File: config.mk
export PLATFORM = sky130hd
export DESIGN_NAME = phase_sequencer
export DESIGN_NICKNAME = d
export VERILOG_FILES = /design/src/rtl/phase_sequencer.sv
export SDC_FILE = /design/constraint.sdc
export NUM_CORES = 1
export LEC_CHECK = 0
export CAP_MARGIN = 15
export CORE_UTILIZATION = 30
export CTS_BUF_LIST = sky130_fd_sc_hd__clkbuf_8 sky130_fd_sc_hd__clkbuf_16
export CTS_CLUSTER_SIZE = 40
export DETAILED_ROUTE_END_ITERATION = 12
export DONT_BUFFER_PORTS = 1
export PLACE_DENSITY_LB_ADDON = 0.3
export SYNTH_ARGS = -nofsm -noshare
export SYNTH_HDL_FRONTEND = slang
export SYNTH_SLANG_ARGS = --single-unit
File: constraint.sdc
create_clock -name clk -period 3.5 [get_ports clk]
set_input_delay 0.7 -clock clk [delete_from_list [all_inputs] [get_ports clk]]
set_output_delay 0.7 -clock clk [all_outputs]
set_load 0.01 [all_outputs]
File: src/rtl/phase_sequencer.sv
// -----------------------------------------------------------------------------
// phase_sequencer
//
// Registered controller for a two-pin command protocol on {in1,in2}:
//   11 = GIVE    : stage the data word
//   01 = CONFIRM : commit the staged word to diode (only in WRITE_PHASE)
//   00 = END     : advance the wrapping phase counter, drop staged data
//   10 = idle separator, never acts
// A command acts once, on the cycle its code first appears (edge on the code).
// All outputs are registered, so each one reflects a command one cycle after
// the clock edge that sampled it.
//
// Ports
//   clk          in   1        rising-edge clock
//   rst          in   1        synchronous, active-high reset
//   in1, in2     in   1        command code {MSB, LSB}
//   data         in   DATA_W   info word, sampled on GIVE
//   phase        out  PHASE_W  current phase, 0 .. NUM_PHASES-1
//   phaser_plus  out  1        one-cycle pulse: phase advanced
//   diode        out  DATA_W   last committed info word
//   confirm_ok   out  1        one-cycle pulse: CONFIRM committed
//   err          out  1        one-cycle pulse: protocol violation
// -----------------------------------------------------------------------------
module phase_sequencer #(
   parameter int                NUM_PHASES  = 8,
   parameter int                PHASE_W     = 3,
   parameter int                DATA_W      = 4,
   parameter int                WRITE_PHASE = 0,
   parameter logic [DATA_W-1:0] RESET_DIODE = '0
) (
   input  logic               clk,
   input  logic               rst,
   input  logic               in1,
   input  logic               in2,
   input  logic [DATA_W-1:0]  data,
   output logic [PHASE_W-1:0] phase,
   output logic               phaser_plus,
   output logic [DATA_W-1:0]  diode,
   output logic               confirm_ok,
   output logic               err
);

   typedef enum logic [1:0] {
      IDLE      = 2'd0,
      STAGED    = 2'd1,
      COMMITTED = 2'd2
   } state_t;

   localparam logic [1:0] CODE_GIVE    = 2'b11;
   localparam logic [1:0] CODE_CONFIRM = 2'b01;
   localparam logic [1:0] CODE_END     = 2'b00;
   localparam logic [1:0] CODE_SEP     = 2'b10;

   localparam logic [PHASE_W-1:0] LAST_PHASE  = PHASE_W'(NUM_PHASES - 1);
   localparam logic [PHASE_W-1:0] WR_PHASE    = PHASE_W'(WRITE_PHASE);

   state_t             state_q;
   logic [1:0]         prev_code_q;
   logic [DATA_W-1:0]  staged_q;
   logic [PHASE_W-1:0] phase_q;
   logic [DATA_W-1:0]  diode_q;
   logic               phaser_plus_q;
   logic               confirm_ok_q;
   logic               err_q;

   logic [1:0]         code;
   logic               fire;
   logic [PHASE_W-1:0] phase_d;

   assign code = {in1, in2};
   // Only a change of code is a command; the separator code never acts, which
   // also makes it the natural post-reset value of prev_code_q.
   assign fire = (code != prev_code_q) && (code != CODE_SEP);
   // Explicit wrap so that no value >= NUM_PHASES is ever produced, even when
   // NUM_PHASES is not a power of two.
   assign phase_d = (phase_q == LAST_PHASE) ? '0 : phase_q + PHASE_W'(1);

   // NOTE: all state here is updated with non-blocking assignments so every
   // register samples the pre-edge values of the others, independent of
   // statement order.
   always_ff @(posedge clk) begin
      if (rst) begin
         state_q       <= IDLE;
         prev_code_q   <= CODE_SEP;
         staged_q      <= '0;
         phase_q       <= '0;
         diode_q       <= RESET_DIODE;
         phaser_plus_q <= 1'b0;
         confirm_ok_q  <= 1'b0;
         err_q         <= 1'b0;
      end else begin
         prev_code_q   <= code;
         // Pulses default low; a firing command raises them for one cycle.
         phaser_plus_q <= 1'b0;
         confirm_ok_q  <= 1'b0;
         err_q         <= 1'b0;
         if (fire) begin
            unique case (code)
               CODE_GIVE: begin
                  staged_q <= data;
                  state_q  <= STAGED;
               end
               CODE_CONFIRM: begin
                  if (state_q == STAGED && phase_q == WR_PHASE) begin
                     diode_q      <= staged_q;
                     confirm_ok_q <= 1'b1;
                     state_q      <= COMMITTED;
                  end else begin
                     err_q <= 1'b1;
                  end
               end
               CODE_END: begin
                  phaser_plus_q <= 1'b1;
                  phase_q       <= phase_d;
                  staged_q      <= '0;
                  // Ending a phase with uncommitted data loses it.
                  err_q         <= (state_q == STAGED);
                  state_q       <= IDLE;
               end
               default: ;
            endcase
         end
      end
   end

   assign phase       = phase_q;
   assign phaser_plus = phaser_plus_q;
   assign diode       = diode_q;
   assign confirm_ok  = confirm_ok_q;
   assign err         = err_q;

endmodule

==> metrics.md <==
| Metric | Value |
|---|---|
| Most frequent cells in the layout | `dfxtp_1, nand2_1, mux2i_1` |
| Leak | `0.3645 nW` |
| Setup slack, reg-to-reg | `1.78 ns` |
| Vias per cell | `5.051` |
| Antenna Nets Post-Route | `0` |
| CP max stage delay | `0.57 ns` |
| Worst-Margin Slew | `0.5067 ns` |
| Die area | `3070 µm²` |
| Initial antenna violation count | `0` |
| CTS Buffer Depth | `2` |
| Top Family by Delay on Critical Path | `compound AO/OA/AOI/OAI gates` |
| Core ar. | `2734 µm²` |
| Status | `complete, no violations` |
| Cell area after layout | `942.2 µm²` |
| Synth warn | `0` |
| # Max-Cap Violations | `0` |
| Synth Register Bits | `18` |
| IO Port Bufs | `0` |
| Post-CTS Hold Fix Bufs | `0` |
| Crit-path cells | `inv_1 -> ha_1 -> nand4bb_1 -> a2111oi_4 -> mux2i_1` |
| DR WL/cell | `13.42 µm` |
| Seq/Total Area, Yosys | `42.11%` |
| Dpl cell area | `887.1 µm²` |
| Inst Count DP | `114` |
| Cells after synthesis | `85` |
| Final HPWL DP | `1126 µm` |
| Most Crowded Layer GR | `met2` |
| Period minus WS final | `1.716 ns` |
| Worst Hold Depth | `2` |
| Area added between synthesis and finish | `10.09%` |
| Power per cell area | `470.1 nW/µm²` |
| WL final | `1584 µm` |
| Met2 usage | `14.29%` |
| Worst r2r path cells | `5` |
| Prevailing post-synth register cell | `dfxtp_1` |
| Clock Sinks | `18` |
| Iter 0 DRT Violations | `14` |
| Initial Utilization | `31.30%` |
| Comb power frac | `11.6%` |
| CP startpoint kind | `register` |
| Top area cells in the synthesized netlist | `dfxtp_1, mux2i_1, ha_1, nand2_1, xnor2_2` |
| Top-level port count | `18` |
| Largest net degree at the start of global routing | `19` |
| TritonCTS buffer count | `3` |
| Setup ws final | `1.784 ns` |
| Residual DRC | `0` |
| Ys async rst share | `0%` |
| Final hold viol count | `0` |
| RD Place Congestion | `0.8555` |
| Layout cells sized above 1 | `11.49%` |
| Critical path class | `register to register` |
| Vias in the first global route | `544` |
| Global-route wire length before repair | `2497 µm` |
| Crit end category | `register` |
| Worst EP required | `3.69 ns` |
| Die W | `55.41 µm` |
| Mapped Avg Cell Area | `10.07 µm²` |
| Cell Area, Synth | `855.8 µm²` |
| Overall die height | `55.41 µm` |
| Worst-skew pair later-pin latency | `0.26 ns` |
| Syn Nets | `100` |
| Most common cell after layout, fill and taps aside | `dfxtp_1` |
| H-tree depth | `1` |
| Routed vias | `596` |
| Period utilization | `49.01%` |
| Antenna diode count | `0` |
| Worst path depth | `5` |
| Power Internal | `0.3346 mW` |
| Hold slack | `0.4736 ns` |
| GRT Util Overall | `10.68%` |
| Worst Path Buf+Inv | `1` |
| Area leader, netlist | `dfxtp_1` |
| Worst Skew | `0.002689 ns` |
| Max VDD drop | `0.2907 mV` |
| Post-cts sizing count | `0` |
| RSZ-0062 raised after global routing | `false` |
| Final setup violation count | `0` |
| First-pass DRT Iterations | `4` |
| Critical Path Fanout Max | `4` |
| Postcts setup bufs | `0` |
| Rel. slew slack | `66.01%` |
| Fmax | `0.5829 GHz` |
| Met3 track demand over resource | `5.855%` |
| Met1 global-route usage | `14.14%` |
| CTS tree | `done` |
| Row count | `19` |
| Critical-path top delay cell | `a2111oi_4` |
| Slew Viols, Final | `0` |
| NumNets Final | `103` |
| Register share of total power | `49.7%` |
| Distinct cells, synth | `21` |
| Total gr overflow | `0` |
| Post-synth EDFFs | `0` |
| Worst hold-check path type | `register to register` |
| Net switching power | `0.1082 mW` |
| Arr. time, crit path | `1.90 ns` |
| Clock transition at the registers of the reported paths | `0.07 ns` |
| Switching share of power | `24.44%` |
| Yosys top cell area share | `42.11%` |
| Place WS | `1.524 ns` |
| Post-route insts no fill | `118` |
| Clk pwr share | `38.8%` |
| Setup TNS | `0 ns` |
| Root Driver | `clkbuf_8` |
-- path summary, 6_finish.rpt --
kind / from / endpoint
worst min-delay path: staged_q[2]$_SDFFE_PP0P_ / diode[2]$_SDFFE_PP0P_
worst min register to register: staged_q[2]$_SDFFE_PP0P_ / diode[2]$_SDFFE_PP0P_
worst max-delay path: phase[0]$_SDFFE_PP0P_ / diode[3]$_SDFFE_PP0P_
worst max register to register: phase[0]$_SDFFE_PP0P_ / diode[3]$_SDFFE_PP0P_
-- stage by stage --
step	power, mW	utilization (%)
after detailed placement	0.2755	32.45
after global routing	0.4600	34.46
after CTS	0.4507	34.46
after global placement	0.2750	32.45
after floorplan	0.2677	-
final	0.4429	34.46
-- cells by family after synthesis --
| family | after synthesis | share of synthesized area, % |
|---|---|---|
| multiplexers | 12 | 14.18 |
| AO/OA/AOI/OAI | 7 | 10.09 |
| adder cells (fa/ha/maj) | 7 | 10.23 |
| AND/OR/NAND/NOR | 28 | 14.77 |
| flip-flops | 18 | 42.11 |
| XOR/XNOR | 2 | 3.801 |
| buffers and inverters | 11 | 4.825 |
-- metal layers --
layer,routed length [µm],share of wire (%),vias to the layer above
met1,742,47,271
met4,27,1.7,0
met5,0,0,-
met3,149,9.4,4
li1,-,-,293
met2,664,42,28
-- area by class of cell --
type / instances / area, µm²
Sequential cell: 18 / 360.3
Fill cell: 257 / 1792
Inverter: 9 / 33.78
Tap cell: 31 / 38.79
Clock buffer: 4 / 55.05
Multi-Input combinational cell: 56 / 454.2
-- power groups by stage --
stage                     Sequential [mW]  Clock, mW  Combinational [mW]
final                               0.220      0.172              0.0513
after global routing                0.221      0.183              0.0562
after CTS                           0.220      0.179              0.0513
after detailed placement            0.225          0              0.0509
after global placement              0.225          0              0.0504
after floorplan                     0.223          0              0.0443
-- tightest hold or removal path: cells and delay by family (launching register included) --
family	cells	cell delay (ns)
mux	1	0.06
simple gates	1	0.07
flops	1	0.30
-- cells in the mapped netlist, types with 2 or more instances --
| cell type | count |
|---|---|
| inv_1 | 8 |
| clkbuf_1 | 2 |
| ha_1 | 7 |
| a211oi_2 | 2 |
| dfxtp_1 | 18 |
| nand3_1 | 3 |
| mux2i_1 | 11 |
| nor2_1 | 3 |
| nand2_1 | 16 |
| xnor2_2 | 2 |
| nor3_1 | 3 |
-- registers in the layout, indices dropped and copies added, names as in the netlist --
register,cells
confirm_ok,1
diode,4
err,1
phase,3
phaser_plus,1
prev_code_q,2
staged_q,4
state_q,2
Power figures use the tool's default switching activity.
